## src/rtl/imm_encoder.sv

```systemverilog
// ---------------------------------------------------------------------------
// imm_encoder
//
// Packs a 32-bit immediate plus register/opcode fields into RV32I instruction
// words (I, S, B formats). It also expands a load-immediate (LI) request into
// a LUI/ADDI pair, or into a single word when that is enough. Immediates that
// do not fit the selected format raise out_err, but the word is still emitted.
// There is a valid/ready stream on each side, and the output is registered.
//
// Parameters:
//   OPT_SHORT  1: an LI whose upper part is zero becomes a single ADDI rd,x0,lo
//              0: an LI always starts with a LUI
//
// Ports:
//   clk        clock, all state changes on the rising edge
//   rst        synchronous active-high reset
//   in_valid   request valid
//   in_ready   request accepted when in_valid && in_ready at the edge
//   in_mode    format select: 00 I, 01 S, 11 B, 10 LI (same as opcode[6:5])
//   in_opcode  opcode field (I/S/B)
//   in_funct3  funct3 field (I/S/B)
//   in_rd      destination register (I, LI)
//   in_rs1     source register 1 (I/S/B)
//   in_rs2     source register 2 (S/B)
//   in_imm     signed immediate, or the full LI value
//   out_valid  output word valid
//   out_ready  downstream takes the word when out_valid && out_ready
//   out_instr  encoded instruction word
//   out_last   final word of the current request
//   out_err    immediate out of range or misaligned
// ---------------------------------------------------------------------------
module imm_encoder #(
  parameter bit OPT_SHORT = 1'b1
) (
  input  logic        clk,
  input  logic        rst,
  input  logic        in_valid,
  output logic        in_ready,
  input  logic [1:0]  in_mode,
  input  logic [6:0]  in_opcode,
  input  logic [2:0]  in_funct3,
  input  logic [4:0]  in_rd,
  input  logic [4:0]  in_rs1,
  input  logic [4:0]  in_rs2,
  input  logic [31:0] in_imm,
  output logic        out_valid,
  input  logic        out_ready,
  output logic [31:0] out_instr,
  output logic        out_last,
  output logic        out_err
);

  localparam logic [1:0] MODE_I  = 2'b00;
  localparam logic [1:0] MODE_S  = 2'b01;
  localparam logic [1:0] MODE_LI = 2'b10;
  localparam logic [1:0] MODE_B  = 2'b11;

  localparam logic [6:0] OP_LUI  = 7'b0110111;
  localparam logic [6:0] OP_ADDI = 7'b0010011;

  // IDLE: nothing held. ONE: holding the final word of a request.
  // FIRST: holding a LUI while the follow-up ADDI waits in pend_q.
  typedef enum logic [1:0] {
    ST_IDLE  = 2'b00,
    ST_ONE   = 2'b01,
    ST_FIRST = 2'b10
  } state_e;

  state_e      state_q, state_d;
  logic [31:0] instr_q, instr_d;
  logic [31:0] pend_q,  pend_d;
  logic        err_q,   err_d;

  // Encoder results for the request currently on the input port.
  logic [31:0] enc_first;
  logic [31:0] enc_second;
  logic        enc_two;
  logic        enc_err;
  logic [19:0] li_hi;
  logic [11:0] li_lo;
  logic        accept;

  // A 12-bit signed immediate fits when bits 31..11 are all copies of the sign.
  function automatic logic fits_imm12(input logic [31:0] imm);
    return (imm[31:11] == 21'h000000) || (imm[31:11] == 21'h1FFFFF);
  endfunction

  // A 13-bit signed branch offset fits when bits 31..12 are all the same.
  function automatic logic fits_imm13(input logic [31:0] imm);
    return (imm[31:12] == 20'h00000) || (imm[31:12] == 20'hFFFFF);
  endfunction

  function automatic logic [31:0] pack_i(input logic [31:0] imm,
                                         input logic [4:0]  rs1,
                                         input logic [2:0]  funct3,
                                         input logic [4:0]  rd,
                                         input logic [6:0]  opcode);
    return {imm[11:0], rs1, funct3, rd, opcode};
  endfunction

  function automatic logic [31:0] pack_s(input logic [31:0] imm,
                                         input logic [4:0]  rs2,
                                         input logic [4:0]  rs1,
                                         input logic [2:0]  funct3,
                                         input logic [6:0]  opcode);
    return {imm[11:5], rs2, rs1, funct3, imm[4:0], opcode};
  endfunction

  function automatic logic [31:0] pack_b(input logic [31:0] imm,
                                         input logic [4:0]  rs2,
                                         input logic [4:0]  rs1,
                                         input logic [2:0]  funct3,
                                         input logic [6:0]  opcode);
    return {imm[12], imm[10:5], rs2, rs1, funct3, imm[4:1], imm[11], opcode};
  endfunction

  // Encode the incoming request. For LI the upper part is rounded up when
  // lo is negative, because the ADDI sign-extends lo. The 20-bit sum wraps,
  // so values such as 0xFFFFF800 end up with hi == 0.
  always_comb begin
    enc_first  = '0;
    enc_second = '0;
    enc_two    = 1'b0;
    enc_err    = 1'b0;
    li_hi      = in_imm[31:12] + {19'd0, in_imm[11]};
    li_lo      = in_imm[11:0];

    case (in_mode)
      MODE_I: begin
        enc_first = pack_i(in_imm, in_rs1, in_funct3, in_rd, in_opcode);
        enc_err   = !fits_imm12(in_imm);
      end
      MODE_S: begin
        enc_first = pack_s(in_imm, in_rs2, in_rs1, in_funct3, in_opcode);
        enc_err   = !fits_imm12(in_imm);
      end
      MODE_B: begin
        enc_first = pack_b(in_imm, in_rs2, in_rs1, in_funct3, in_opcode);
        enc_err   = in_imm[0] || !fits_imm13(in_imm);
      end
      MODE_LI: begin
        if (OPT_SHORT && (li_hi == 20'd0)) begin
          enc_first = {li_lo, 5'd0, 3'b000, in_rd, OP_ADDI};
        end else begin
          enc_first  = {li_hi, in_rd, OP_LUI};
          enc_second = {li_lo, in_rd, 3'b000, in_rd, OP_ADDI};
          enc_two    = (li_lo != 12'd0);
        end
      end
      default: begin
        enc_first = '0;
      end
    endcase
  end

  // State and data registers; reset drops any held word and pending ADDI.
  always_ff @(posedge clk) begin
    if (rst) begin
      state_q <= ST_IDLE;
      instr_q <= '0;
      pend_q  <= '0;
      err_q   <= 1'b0;
    end else begin
      state_q <= state_d;
      instr_q <= instr_d;
      pend_q  <= pend_d;
      err_q   <= err_d;
    end
  end

  // Next-state logic. An accept can happen in ONE in the same cycle the held
  // word leaves, so the new word replaces it with no bubble.
  always_comb begin
    state_d = state_q;
    instr_d = instr_q;
    pend_d  = pend_q;
    err_d   = err_q;

    if (accept) begin
      state_d = enc_two ? ST_FIRST : ST_ONE;
      instr_d = enc_first;
      pend_d  = enc_second;
      err_d   = enc_err;
    end else begin
      case (state_q)
        ST_FIRST: begin
          if (out_ready) begin
            state_d = ST_ONE;
            instr_d = pend_q;
            err_d   = 1'b0;
          end
        end
        ST_ONE: begin
          if (out_ready) begin
            state_d = ST_IDLE;
          end
        end
        default: begin
          state_d = state_q;
        end
      endcase
    end
  end

  // Outputs. in_ready looks at out_ready combinationally, so a held final
  // word and a new request can trade places on one edge.
  always_comb begin
    in_ready  = !rst && ((state_q == ST_IDLE) ||
                         ((state_q == ST_ONE) && out_ready));
    accept    = in_valid && in_ready;
    out_valid = (state_q != ST_IDLE);
    out_last  = (state_q == ST_ONE);
    out_instr = instr_q;
    out_err   = err_q;
  end

endmodule

```

## config.mk

```make
export PLATFORM = sky130hd
export DESIGN_NAME = imm_encoder
export DESIGN_NICKNAME = d
export VERILOG_FILES = /design/src/rtl/imm_encoder.sv
export SDC_FILE = /design/constraint.sdc
export NUM_CORES = 1
export LEC_CHECK = 0
export CAP_MARGIN = 20
export CORE_ASPECT_RATIO = 0.8
export CORE_MARGIN = 2
export CORE_UTILIZATION = 42
export CTS_BUF_LIST = sky130_fd_sc_hd__clkbuf_16
export CTS_CLUSTER_DIAMETER = 60
export DETAILED_ROUTE_END_ITERATION = 8
export GPL_TIMING_DRIVEN = 0
export PLACE_DENSITY = 0.77
export SYNTH_ARGS = -nofsm -noshare
export SYNTH_HDL_FRONTEND = slang
export SYNTH_SLANG_ARGS = --single-unit
```

## constraint.sdc

```tcl
create_clock -name clk -period 2.3 [get_ports clk]
set_input_delay 0.345 -clock clk [delete_from_list [all_inputs] [get_ports clk]]
set_output_delay 0.345 -clock clk [all_outputs]
set_load 0.005 [all_outputs]
```

* Word-level counts from Yosys, hierarchy flattened
Index checks and enable logic that the tools add are counted.
Widths: inputs -> output; s select.
** Word-level totals
- Output and inout bits :: 36
- Input port bits :: 63
- Bits in registers :: 67
- Logic and storage cells :: 55
** Cells by class
- Eq/ne operators :: 9
- Reductions and logical operators :: 23
- Multiplexer cells :: 18
- Add/sub/neg operators :: 1
** Operators with widths (count)
- $mux 32 :: 6
- $pmux 32 s4 :: 1
- $logic_not 20->1 :: 2
- $eq 21x21->1 const B :: 1
- $logic_not 21->1 :: 1
- $add 20x1->20 :: 1
- $eq 20x20->1 const B :: 1
- $reduce_bool 12->1 :: 1
- $mux 2 :: 4
- $eq 2x2->1 const B :: 3
- $reduce_bool 2->1 :: 3
- $mux 1 :: 5
- $eq 2x1->1 const B :: 2
- $logic_not 2->1 :: 2
- $logic_or 1x1->1 :: 4
- $pmux 2 s2 :: 1
- $logic_and 1x1->1 :: 3
- $logic_not 1->1 :: 3
- $ne 3x2->1 const B :: 1
- $ne 3x3->1 const B :: 1
- $reduce_and 3->1 :: 1
- $reduce_bool 3->1 :: 1
- $pmux 1 s2 :: 1
- $reduce_and 2->1 :: 1
- $reduce_or 2->1 :: 1

* Longest topological paths before layout
Gate-level depths: netlist of the first run.
- Word-level depth :: 7
- Depth in mapped cells :: 11
- Depth with buffers taken out :: 9

* Least setup slack after synthesis of the first run
No wires, ideal clock.
- Kind :: input to register
- Start point :: input in_imm[11]
- End point :: register instr_q[19] (netlist: out_instr[19])
- Cell stages on the path :: 11
- Library setup time :: 0.134 ns
- Path slack :: -0.236 ns
- Path buffers :: 2
- Arrival time :: 2.403 ns
- Cell sequence :: ha_1 -> ha_1 -> nand3_1 -> nor4_2 -> mux2i_1 -> a211o_1 -> nor4_4 -> or2_1 -> buf_2 -> buf_4 -> o22ai_1
** Between the ends
- Word-level cells in the longest chain between the ends :: 5
** Ends and longest elaborated chain
- from (decl) :: RTL line 45 : input logic [31:0] in_imm,
- $add 20x1->20 * :: RTL line 125 : li_hi = in_imm[31:12] + {19'd0, in_imm[11]};
- $logic_not 20->1 :: RTL line 142 : if (OPT_SHORT && (li_hi == 20'd0)) begin
- $mux 32 * :: RTL line 142
- $pmux 32 s4 * :: RTL line 128 : case (in_mode)
- $mux 32 * :: RTL line 179 : if (accept) begin
- to (signal assigned) :: RTL line 165 : instr_q <= instr_d;
- to (decl) :: RTL line 70 : logic [31:0] instr_q, instr_d;
Every way passes the cells marked *; elsewhere a longest branch is shown, timed or not.
A chain may end at the register's enable or synchronous reset.

* Worst setup path in the final report of the first run
- Start point :: input in_imm[11]
- End point :: register instr_q[18] (netlist: out_instr[18])
Same word-level chain as after synthesis.

==> metrics.txt, run 1 <==
largest net degree at the start of global routing 18; share of layout cells above drive strength 1 a little under a fifth; final number of hold-violating endpoints 0; Data arrival, critical path 2.53 ns; worst skew pair latency 0.30 ns; clock transition at the register clock pins on the worst setup and hold paths after CTS 0.08 ns; leading cell type by number of instances after synthesis nand2_1; sequential element share of the synthesized area 34.2%; startpoint of the tightest hold check path out_instr[1]; unrepaired setup endpoints after global routing true; endpoint required time on the critical path 2.47 ns; Post-Syn Area 3110 sq um; number of buffers inserted during clock tree synthesis 5; synthesized-area fraction occupied by ao, oa, aoi and oai cells 25.7%; R2R Path Start state_q[0]; starting density of the core a little over two fifths; initial drt markers ~410; CTS hold repair buffers 0; final core utilization 63.6%; Top delay family on crit path simple AND/OR/NAND/NOR gates; vias per std cell about 6; transition time at the pin with the least slew margin 0.667 ns; fraction of synthesized cell area in xor and xnor cells under 10%; number of buffer and inverter stages on the critical path 4; tightest hold margin 0.458 ns; total routing usage reported by global routing 27.4%; worst rel slew slack 55.5%; Post-Syn Area per Cell 8.01 sq um; area of the multi-input gates 2100 sq um; number of filler instances in the final layout 620; final clock period utilization by the worst path 103%; area fraction of the dominant cell type after synthesis 34.2%; number of placed instances with taps included 567; Die X 100 um; master cell of the clock root buffer clkbuf_16; library cell contributing the largest single delay on the critical path nor4_4; Bufs on Longest Clock Path 2; crit path launch type input pin; routability-driven placement congestion ratio roughly 0.9; result of the run finished with violations; main combinational cell family by area after synthesis compound AO/OA/AOI/OAI gates; Boundary Pins 99; Final Instance Count excl. Fillers 593; Critical Setup Path Class input pin to flip-flop; DIE HEIGHT 80.9 um; total global routing overflow 0; share of flip-flops with an asynchronous set or reset 0%; DRC violation count after routing 0; final layout net count ~570; violations in the final reports negative setup slack; most numerous cell on the critical path buf_6; shortest clock period the worst path allows after layout 2.36 ns; number of register bits inferred by synthesis 53; Synth cell types 50; biggest area contributors in the synthesized netlist dfxtp_1 (34%), nand2_1 (6.6%), a22o_1 (4.5%); setup slack after placement -1.12 ns; Pwr Density 511 nW/um^2; Sinks on Clock Net 53; core area 7290 sq um; diodes inserted 0; number of iterations in the first detailed-routing pass 5; kind of path behind the tightest hold check flip-flop to flip-flop; static leakage 1.70 nW; Syn Nets 454; multiplexer area fraction after synthesis under 10%; Max Fclk 424 MHz; fraction of the mapped netlist area in adder cells under 10%; TritonCTS clock tree yes; Sequential Area ~1100 sq um; leading area contributor after synthesis dfxtp_1; CTS HTree Levels 2; Synthesis Warnings 0; wire length of the first global-routing pass 17.5 mm; standard-cell row count 28; min setup slack post-route -0.0610 ns; initial antenna violation count 0; number of global-route vias before repair 3399; Slew Limit Fails 0; post-detailed-placement half-perimeter wirelength 7.97 mm; basic-gate share of the synthesized area counting and, or, nand and nor cells 25.5%; crit-path max FO 6; final setup TNS -0.581 ns; Crit path largest cell delay approximately 0.34 ns; CP startpoint in_imm[11]; P&R area growth vs syn 49.3%; Max rail drop VDD ~0.28 mV; Primary FF master, synth dfxtp_1; number of max-cap violations 0; number of instances in the synthesized netlist 388; count of input and output buffers 89; area of the die 8110 sq um; Total Wirelength around 11 mm; ANT nets after route 0; final routed wire length divided by cell count 19.2 um; Synth top cells by count nand2_1 (55), dfxtp_1 (53), a21oi_1 (22); final worst clock skew 0.00756 ns; Crit. End Element flip-flop; list of cells traversed by the critical path buf_8 > ha_4 > and3_4 > or3_4 > a211oi_2 > nand4_1 > nor4_4 > buf_4 > or2_1 > buf_6 > buf_6 > o22ai_2; total via count in the routed design 3633; number of synthesized flops with an enable pin 0; final number of setup-violating endpoints 17
==> sequential cells by signal (all words and copies together), names as in the netlist <==
| register | flops |
|---|---|
| out_err | 1 |
| state_q | 2 |
| pend_q | 18 |
| out_instr | 32 |
==> report_power, final <==
part | internal [mW] | switching, mW | total [mW]
clock | 0.407 | 0.370 | 0.777
combinational | 0.294 | 0.292 | 0.586
sequential | 0.973 | 0.0357 | 1.01
==> routing by layer <==
metal | global-route usage (%) | wire [um] | share of wire (%)
met5 | 0 | 0 | 0
met4 | 9.04 | 293 | 2.6
met3 | 6.11 | 1160 | 10
met2 | 42.9 | 5110 | 45
met1 | 37.6 | 4840 | 42
==> cells in the final DEF, fill, tap and decap left out, types with 8 or more instances in the layout <==
cell | netlist | final
clkdlybuf4s50_1 | 0 | 77
nand2_1 | 55 | 55
dfxtp_1 | 53 | 53
buf_4 | 2 | 19
nand3_1 | 20 | 18
a21oi_1 | 22 | 16
a22o_1 | 16 | 16
clkbuf_1 | 21 | 15
nor2_1 | 16 | 15
xnor2_1 | 14 | 13
nor3_1 | 13 | 11
inv_1 | 9 | 9
o21ai_0 | 9 | 9
a22oi_1 | 9 | 9
xor2_1 | 8 | 8
nor4_1 | 9 | 8
a211oi_1 | 9 | 8
==> kinds of logic after synthesis <==
group | after synthesis
fa+ha+maj | 3
simple gates | 151
compound gates | 114
flops | 53
mux | 5
buf+inv | 40
xor+xnor | 22
==> worst min-delay path: cells and delay by family (launching register included) <==
family	cells	cell delay [ns]
and+or+nand+nor	1	0.05
AOI/OAI and AO/OA	1	0.05
DFF	1	0.32
==> path summary, 6_finish.rpt <==
| path | end | slack [ns] | cells after the start |
|---|---|---|---|
| hold / removal | out_instr[1] | 0.46 | 2 |
| hold reg to reg | out_instr[1] | 0.46 | 2 |
| setup / recovery | out_instr[18] | -0.06 | 12 |
| setup reg to reg | out_instr[18] | 0.20 | 7 |
==> per-stage QoR <==
| step | power, mW | instance area [sq um] |
|---|---|---|
| 6_report | 2.37 | 4640 |
| 5_1_grt | 2.45 | 4640 |
| 4_1_cts | 2.32 | 4510 |
| 3_5_place_dp | 1.56 | 4160 |
| 3_3_place_gp | 1.55 | 4160 |
| 2_1_floorplan | 1.26 | 3160 |
==> area by class of cell <==
type | instances | area share (%)
plain buffers | 29 | 3.56
clock buffers | 5 | 2.70
clock inverters | 3 | 0.459
inverters | 9 | 0.729
multi-input cells | 296 | 45.3
flip-flops and latches | 53 | 22.9
well taps | 90 | 2.43
repair buffers | 108 | 22.0
==> repair_timing <==
item	in CTS	in global routing
pin swaps	12	21
endpoints found under the setup margin	46	50
buffers inserted	14	3
resized for setup	66	44
cloned	3	0
Note: power is estimated with default switching activity, not from simulation.
==> inputs of run 2 (changes only) <==
Settings changed: CORE_UTILIZATION 42 to 38, PLACE_DENSITY 0.77 to 0.7, REMOVE_ABC_BUFFERS from default to 1.
==> metrics.txt, run 2 (synthesis gave the netlist of run 1 again) <==
crit-path max FO 7; total global routing overflow 0; Critical Setup Path Class input pin to flip-flop; number of global-route vias before repair roughly 3200; master cell of the clock root buffer clkbuf_16; result of the run finished clean; crit path launch type input pin; min setup slack post-route 0.0421 ns; area of the die 8920 sq um; wire length of the first global-routing pass 16.9 mm; TritonCTS clock tree yes; final clock period utilization by the worst path 98.2%; starting density of the core between 30% and 40%; Max rail drop VDD 0.313 mV; count of input and output buffers 98; Max Fclk about 440 MHz; number of max-cap violations 0; routability-driven placement congestion ratio 0.881; worst rel slew slack 33.9%; total via count in the routed design 3469; commonest non-fill, non-tap cell in the layout clkdlybuf4s50_1; Pwr Density 500 nW/um^2; Sinks on Clock Net 53; Total Wirelength 10.7 mm; worst skew pair latency 0.29 ns; area of all placed cells without fillers 4730 sq um; P&R area growth vs syn 52.1%; total routing usage reported by global routing 23.4%; final number of hold-violating endpoints 0; initial drt markers 307; static leakage 1.76 nW; core area just under 8000 sq um; unrepaired setup endpoints after global routing true; number of buffer and inverter stages on the critical path 3; transition time at the pin with the least slew margin between 0.9 and 1 ns; final routed wire length divided by cell count 17.8 um; shortest clock period the worst path allows after layout 2.26 ns; library cell contributing the largest single delay on the critical path or3_1; CP startpoint in_imm[11]; standard-cell row count 29; Data arrival, critical path 2.44 ns; CTS hold repair buffers 0; post-detailed-placement half-perimeter wirelength 7.26 mm; initial antenna violation count 0; leading cell types in the layout, fill and taps excluded clkdlybuf4s50_1 (76), nand2_1 (53), dfxtp_1 (53); DIE HEIGHT 84.9 um; startpoint of the tightest hold check path in_imm[11]; final worst clock skew 0.00602 ns; Slew Limit Fails 0; Placement Cell Area between 4000 and 5000 sq um; share of layout cells above drive strength 1 a little under a fifth; DRC violation count after routing 0; vias per std cell 5.75; kind of path behind the tightest hold check input pin to flip-flop; clock transition at the register clock pins on the worst setup and hold paths after CTS roughly 0.07 ns; Bufs on Longest Clock Path 2; R2R Path Start state_q[1]; list of cells traversed by the critical path buf_8 > ha_4 > and3_2 > or3_1 > a211oi_2 > nand4_1 > nor4_4 > buf_6 > nor2_4 > clkbuf_16 > a32o_1; Top delay family on crit path simple AND/OR/NAND/NOR gates; largest net degree at the start of global routing 26; tightest hold margin 0.391 ns; endpoint required time on the critical path 2.49 ns; CTS HTree Levels 2; slack of the worst reg-to-reg path 0.20 ns; number of buffers inserted during clock tree synthesis 5; diodes inserted 0; Crit path largest cell delay ~0.33 ns; setup slack after placement -1.89 ns; Crit. End Element flip-flop; final number of setup-violating endpoints 0; ANT nets after route 0; Die X 105 um; flip-flop count of the largest register, all copies and words added 32; number of iterations in the first detailed-routing pass 7; final layout net count 560; Final Total Pwr 2.36 mW; Boundary Pins 99
[run 2: changes by cell type in the layout (fill, tap and decap cells not counted), sizes merged]
cell,delta
clkinv,-1
buf,+5
clkbuf,-17
clkdlybuf4s50,-1
nor2,-1
clkinvlp,+1
or2,+1
clkdlybuf4s15,+1
dlygate4sd2,+1
dlymetal6s2s,+3
[run 2: power breakdown]
part	internal, mW	total [mW]	switching [mW]
clock network	0.412	0.780	0.368
logic	0.300	0.578	0.279
registers	0.973	1.00	0.0316
[run 2: layer usage]
layer	vias up	track usage (%)	wire length (um)
met5	-	0	0
met3	7	4.99	1050
li1	1657	-	-
met4	0	4.73	61
met1	1627	33.6	4740
met2	178	36.5	4860
[run 2: repair_timing]
action	CTS	global route
pin swaps	25	13
gates cloned	1	1
setup buffers	20	6
resized for setup	90	43
setup endpoints to repair	54	44
[run 2: worst paths after layout]
check                                     end  cells after the start
worst min register to register     pend_q[21]                      2
worst min-delay path               pend_q[31]                      3
worst max-delay path               state_q[1]                     11
worst max register to register  out_instr[23]                      7
[run 2: worst register-to-register path: cells and delay by family (launching register included)]
family	cells	cell delay (ns)
AO/OA/AOI/OAI	3	0.41
buffers and inverters	1	0.24
flip-flops	1	0.48
multiplexers	1	0.19
AND/OR/NAND/NOR	2	0.67
[run 2: layout make-up]
cell class	instances	area, sq um
fill	691	3220
multi-input combinational	296	2090
timing repair buffer	129	1260
sequential	53	1060
tap	108	135
clock buffer	5	125
inverter	9	33.8
clock inverter	3	26.3
[run 2: stage by stage]
| stage | std cells | util, % | setup TNS, ns |
|---|---|---|---|
| after global placement | 563 | 51.4 | -225.53 |
| after CTS | 596 | 57.8 | -0.154 |
| after detailed placement | 567 | 52.3 | -75.84 |
| final | 603 | 59.5 | 0 |
| after floorplan | 357 | - | -69.59 |
| after global routing | 603 | 59.5 | -0.903 |
==> RTL change 1: new RTL, flow settings as in run 2 <==
`instr_q` no longer has a reset.
--- a/src/rtl/imm_encoder.sv
+++ b/src/rtl/imm_encoder.sv
@@ -159,3 +159,2 @@
       state_q <= ST_IDLE;
-      instr_q <= '0;
       pend_q  <= '0;
@@ -164,3 +163,2 @@
       state_q <= state_d;
-      instr_q <= instr_d;
       pend_q  <= pend_d;
@@ -168,2 +166,6 @@
     end
+  end
+
+  always_ff @(posedge clk) begin
+    instr_q <= instr_d;
   end
Check against the original RTL: differs if rst is asserted again (counterexample within 4 cycles, from zero or initial values and one cycle with rst high); with rst held inactive, the same outputs for 10 cycles.
==> RTL change 1 against run 2 <==
The flow now finishes with violations (setup timing); final cell count is 5.1% lower; cell area is 5.0% higher; via count is 5.2% lower; wire length is 2.1% lower; total power is 3.3% higher; clock power is 6.7% higher; synthesized area is 0.56% higher; sequential share of layout area is 5.4 points higher; sequential cell count stayed put; worst setup slack worse by 240 ps; sequential power is 7% higher; synthesized cell count is 10% lower; critical path type unchanged; largest power group unchanged.
==> RTL change 1: results (changes against run 2) <==
Outcome
  • Status: finished with violations
  • Failing checks: setup timing

Placement
  • DP Worst Slack: -1760 ps (+129 ps)
  • Gpl congestion: 0.909 (+3.2%)
  • IO Port Bufs: 98 (unchanged)
  • Post-DP HPWL: 6660 um (-8.3%)

Detailed routing
  • Drt first pass iters: 5 (-2)
  • Drt via density: 5.75 (about the same)
  • Routed WL: 10500 um (-2.1%)
  • Initial DRC count: 279 (-9.1%)

Synthesis
  • Post-synth EDFFs: 32 (+32)
  • Netlist cell types: 53 (+6.0%)
  • Top cells by area, synth: edfxtp_1 31%, dfxtp_1 13%, a21oi_1 4.8%, nand2_1 4.6%, o21ai_0 4.5%
  • Ys flop type: edfxtp_1
  • Ys Warns: 0 (unchanged)
  • Synth cell count leaders: 38 x nand2_1, 32 x edfxtp_1, 30 x a21oi_1
  • Register area share after synthesis: 44.2% (+10 points)
  • Ys async rst share: 0% (unchanged)

Clock tree
  • Clk slew on worst S/H paths: 60 ps
  • CTS Buf Count: 5 (unchanged)
  • Clock root cell: clkbuf_16
  • H-tree lvl count: 2 (unchanged)
  • Longest Clk Path Bufs: 2 (unchanged)
  • Clock Latency Late Sink: 290 ps (about the same)

Critical path
  • Slowest Stage Delay on Critical Path: 560 ps (+230 ps)
  • Crit path DAT: 2620 ps (+180 ps)
  • CP Max Fanout: 7 (unchanged)
  • Crit-path leading delay family: compound AO/OA/AOI/OAI gates
  • Slowest CP cell: clkdlybuf4s50_1
  • Worst r2r path cells: 8 (+1)

Hold path
  • Hold Crit Depth: 2 (-1)
  • Worst hold path type: reg -> reg

Global routing
  • Initial antenna violation count: 0 (unchanged)
  • Vias in the first global route: 3188 (-1.7%)
  • Pin count of the biggest net entering global routing: 29 (+12%)
  • Total track usage: 22.8% (-0.54 points)
  • First-pass GRT wire length: 16300 um (-3.5%)

Timing
  • Worst-margin pin slew: 648 ps (-342 ps)
  • Post-route setup slack: -195 ps (-237 ps)
  • Clock Skew: 3.90 ps (-2.11 ps)
  • Final Setup Violations: 33 (+33)

Final layout
  • Share of cells above drive strength 1: 27.2% (+8.4 points)
  • Filler cells: 594 (-14%)
  • N_diodes: 0 (unchanged)
  • Nets: 529 (-5.5%)
  • Largest register FFs: 32 (unchanged)

Power
  • Worst VDD drop: 0.308 mV (-1.9%)
  • P_leak: 1.77 nW (+0.58%)
[RTL change 1: path summary, 6_finish.rpt]
check	slack [ps]	start	end
setup / recovery	-200	in_imm[28]	out_instr[28]
hold / removal	470	pend_q[27]	pend_q[27]
setup reg to reg	90	state_q[0]	out_instr[23]
hold reg to reg	470	pend_q[27]	pend_q[27]
[RTL change 1: report_power, final]
part	switching (mW)	leakage, nW	internal (mW)
combinational	0.270	1.20	0.272
clock	0.325	0.0850	0.508
sequential	0.0135	0.484	1.05
total	0.608	1.77	1.83
[RTL change 1: cell type report]
cell class / instances / area, um^2 / share of cell area [%]
multi-input combinational: 262 / 1960 / 39.5
clock buffer: 5 / 125 / 2.52
sequential: 53 / 1380 / 27.8
clock inverter: 3 / 38.8 / 0.782
tap: 108 / 135 / 2.72
inverter: 10 / 37.5 / 0.756
timing repair buffer: 131 / 1280 / 25.9
[RTL change 1: logic make-up after synthesis]
group | after synthesis | synth area share (%)
buf+inv | 33 | 4.61
compound gates | 89 | 17.2
xor+xnor | 23 | 6.45
flops | 53 | 44.2
fa+ha+maj | 3 | 1.20
mux | 12 | 3.88
simple gates | 135 | 22.5
[RTL change 1: what timing repair did]
action                     CTS  global route
gates resized for setup    154            30
buffers inserted            20            10
setup endpoints to repair   86            41
cloned                       1             0
pin swaps                   34            13
[RTL change 1: routing by layer]
metal,global-route usage [%],vias to the layer above,wire [um]
li1,-,1513,-
met1,30.0,1578,4430
met2,38.9,174,5030
met3,3.84,23,846
met4,6.67,0,176
met5,0,-,0
[RTL change 1: per-stage QoR]
stage                     instance area (um^2)  std cells  util [%]  TNS (ps)
after floorplan                           3020        325         -    -48020
after global placement                    4130        531      52.0   -193550
after detailed placement                  4220        535      53.1    -91040
after CTS                                 4850        564      61.0     -1440
after global routing                      4960        572      62.4     -7070
final                                     4960        572      62.4     -3960
==> RTL change 2: new RTL, settings of run 2 <==
Made on the original files. Set the parameter `OPT_SHORT` to 1'b0 (it was 1'b1).
--- a/src/rtl/imm_encoder.sv
+++ b/src/rtl/imm_encoder.sv
@@ -32,3 +32,3 @@
 module imm_encoder #(
-  parameter bit OPT_SHORT = 1'b1
+  parameter bit OPT_SHORT = 1'b0
 ) (
Formal check against the unedited RTL: not equivalent (Yosys sat finds a counterexample within 4 cycles, from zero or initial values and one cycle with rst high).
==> RTL change 2 against run 2 <==
Wire length fell by 10%; total power decreased by 2.4%; clock power fell by 1%; count of clock-buffer cells in the layout stayed put; sequential cell count did not move; worst setup slack gained 73 ps; cell area decreased by 9.9%; final cell count is 3.6% lower; first-iteration DRC count is 52% lower; synthesized area fell by 3.1%.
==> RTL change 2: results (changes against run 2) <==
Critical path
  • Worst Setup EP: out_instr[22]
  • Worst r2r path cells: 6 (-1)
  • Worst r2r dst: out_instr[29]
  • Critical Path Start: in_imm[12]
  • Crit path DAT: 2380 ps (-60 ps)
  • R2R setup slack: 220 ps (+20 ps)

Detailed routing
  • Drt wl/cell: 16.5 um (-6.9%)
  • Drt first pass iters: 5 (-2)
  • Drt via density: 5.56 (-3.3%)
  • Routed WL: 9610 um (-10%)
  • Initial DRC count: 146 (-52%)
  • Post-DRT Antenna Nets: 0 (unchanged)

Synthesis
  • Post-synthesis mux area share: 2.70% (+1.1 points)
  • Compound-Gate Fraction of Synth Area: 21.5% (-4.2 points)
  • Ys async rst share: 0% (unchanged)
  • Mapped Cells: 389 (+0.26%)
  • Area share of xor/xnor cells in the synthesized design: 4.94% (-1.3 points)
  • Top cells by area, synth: dfxtp_1 35%, a21oi_1 6.6%, nand2_1 6.5%, nor2_1 4.9%, nand3_1 3.7%
  • Adder-cell share of the synthesized area: 1.25% (+0.038 points)
  • Register area share after synthesis: 35.2% (+1.1 points)
  • Netlist cell types: 49 (-2.0%)
  • Synth cell count leaders: 53 x dfxtp_1, 52 x nand2_1, 40 x a21oi_1

Power
  • Worst VDD drop: 0.348 mV (+11%)
  • P_sw: 0.644 mW (-5.0%)
  • P_leak: 1.53 nW (-13%)

Global routing
  • Met1 Use GR: 30.0% (-3.6 points)
  • First-pass GRT wire length: 15600 um (-7.5%)
  • Vias in the first global route: 3184 (-1.8%)
  • Met2 GRT Util: 36.4% (-0.12 points)
  • Met3 usage: 3.90% (-1.1 points)
  • Total track usage: 22.0% (-1.4 points)
  • Pin count of the biggest net entering global routing: 51 (+96%)

Final layout
  • Share of cells above drive strength 1: 7.82% (-11 points)
  • N_diodes: 0 (unchanged)
  • Nets: 538 (-3.9%)

Outcome
  • Status: finished, final reports clean

Placement
  • Placed instance count: 569 (+0.35%)
  • Gpl congestion: 0.884 (+0.32%)
  • DP Worst Slack: -642 ps (+1250 ps)
  • Post-DP HPWL: 6690 um (-7.9%)

Clock tree
  • Clock sink count: 53 (unchanged)
  • H-tree lvl count: 2 (unchanged)
  • CTS Buf Count: 5 (unchanged)

Hold path
  • Critical hold path startpoint: pend_q[30]
  • Hold Crit Depth: 2 (-1)
  • Worst hold path type: reg -> reg
  • Hold endpoint: pend_q[30]

Timing
  • Clock Skew: 8.62 ps (+2.61 ps)
  • Worst-margin pin slew: 1010 ps (+20.6 ps)
  • Max Fclk: 458 MHz (+3.3%)
## RTL change 2: through the flow
stage          cell area, um^2  power [mW]  TNS [ps]  utilization, %  hold WS (ps)
2_1_floorplan             2870        1.22    -16160               -           411
3_3_place_gp              3990        1.53   -142370            51.1           438
3_5_place_dp              4020        1.54    -21800            51.5           446
4_1_cts                   4200        2.33     -35.7            53.8           457
5_1_grt                   4260        2.41     -19.3            54.6           468
6_report                  4260        2.31         0            54.6           454
## RTL change 2: power by group through the flow
stage	sequential (mW)	combinational, mW	clock [mW]
floorplan	1.02	0.198	0
global placement	1.02	0.510	0
detailed placement	1.02	0.519	0
CTS	1.00	0.527	0.797
global route	1.01	0.580	0.825
finish	1.00	0.531	0.772
## RTL change 2: what timing repair did
action                                  4_1_cts  5_1_grt
endpoints found under the setup margin       45       17
cloned                                        1        0
pin swaps                                     0        0
setup buffers                                 2        0
gates resized for setup                       6       12
hold buffers                                  0        0
## RTL change 2: per-layer routing
layer	vias to the layer above	share of wire (%)
li1	1579	-
met1	1504	46
met2	136	46
met3	14	6.7
met4	0	1.4
met5	-	0
## RTL change 2: area by class of cell
| cell class | count | area [um^2] |
|---|---|---|
| clock buffers | 5 | 125 |
| clock inverters | 3 | 25.0 |
| fillers | 754 | 3540 |
| inverters | 8 | 30.0 |
| multi-input cells | 301 | 1850 |
| flip-flops and latches | 53 | 1060 |
| well taps | 108 | 135 |
| repair buffers | 103 | 1040 |
## RTL change 2: worst max-delay path, stage by stage
cell	delay [ps]
clkdlybuf4s50_1	600
ha_1	230
nand4_2	270
nor4_2	270
xnor2_1	110
a211o_1	310
a221oi_1	240
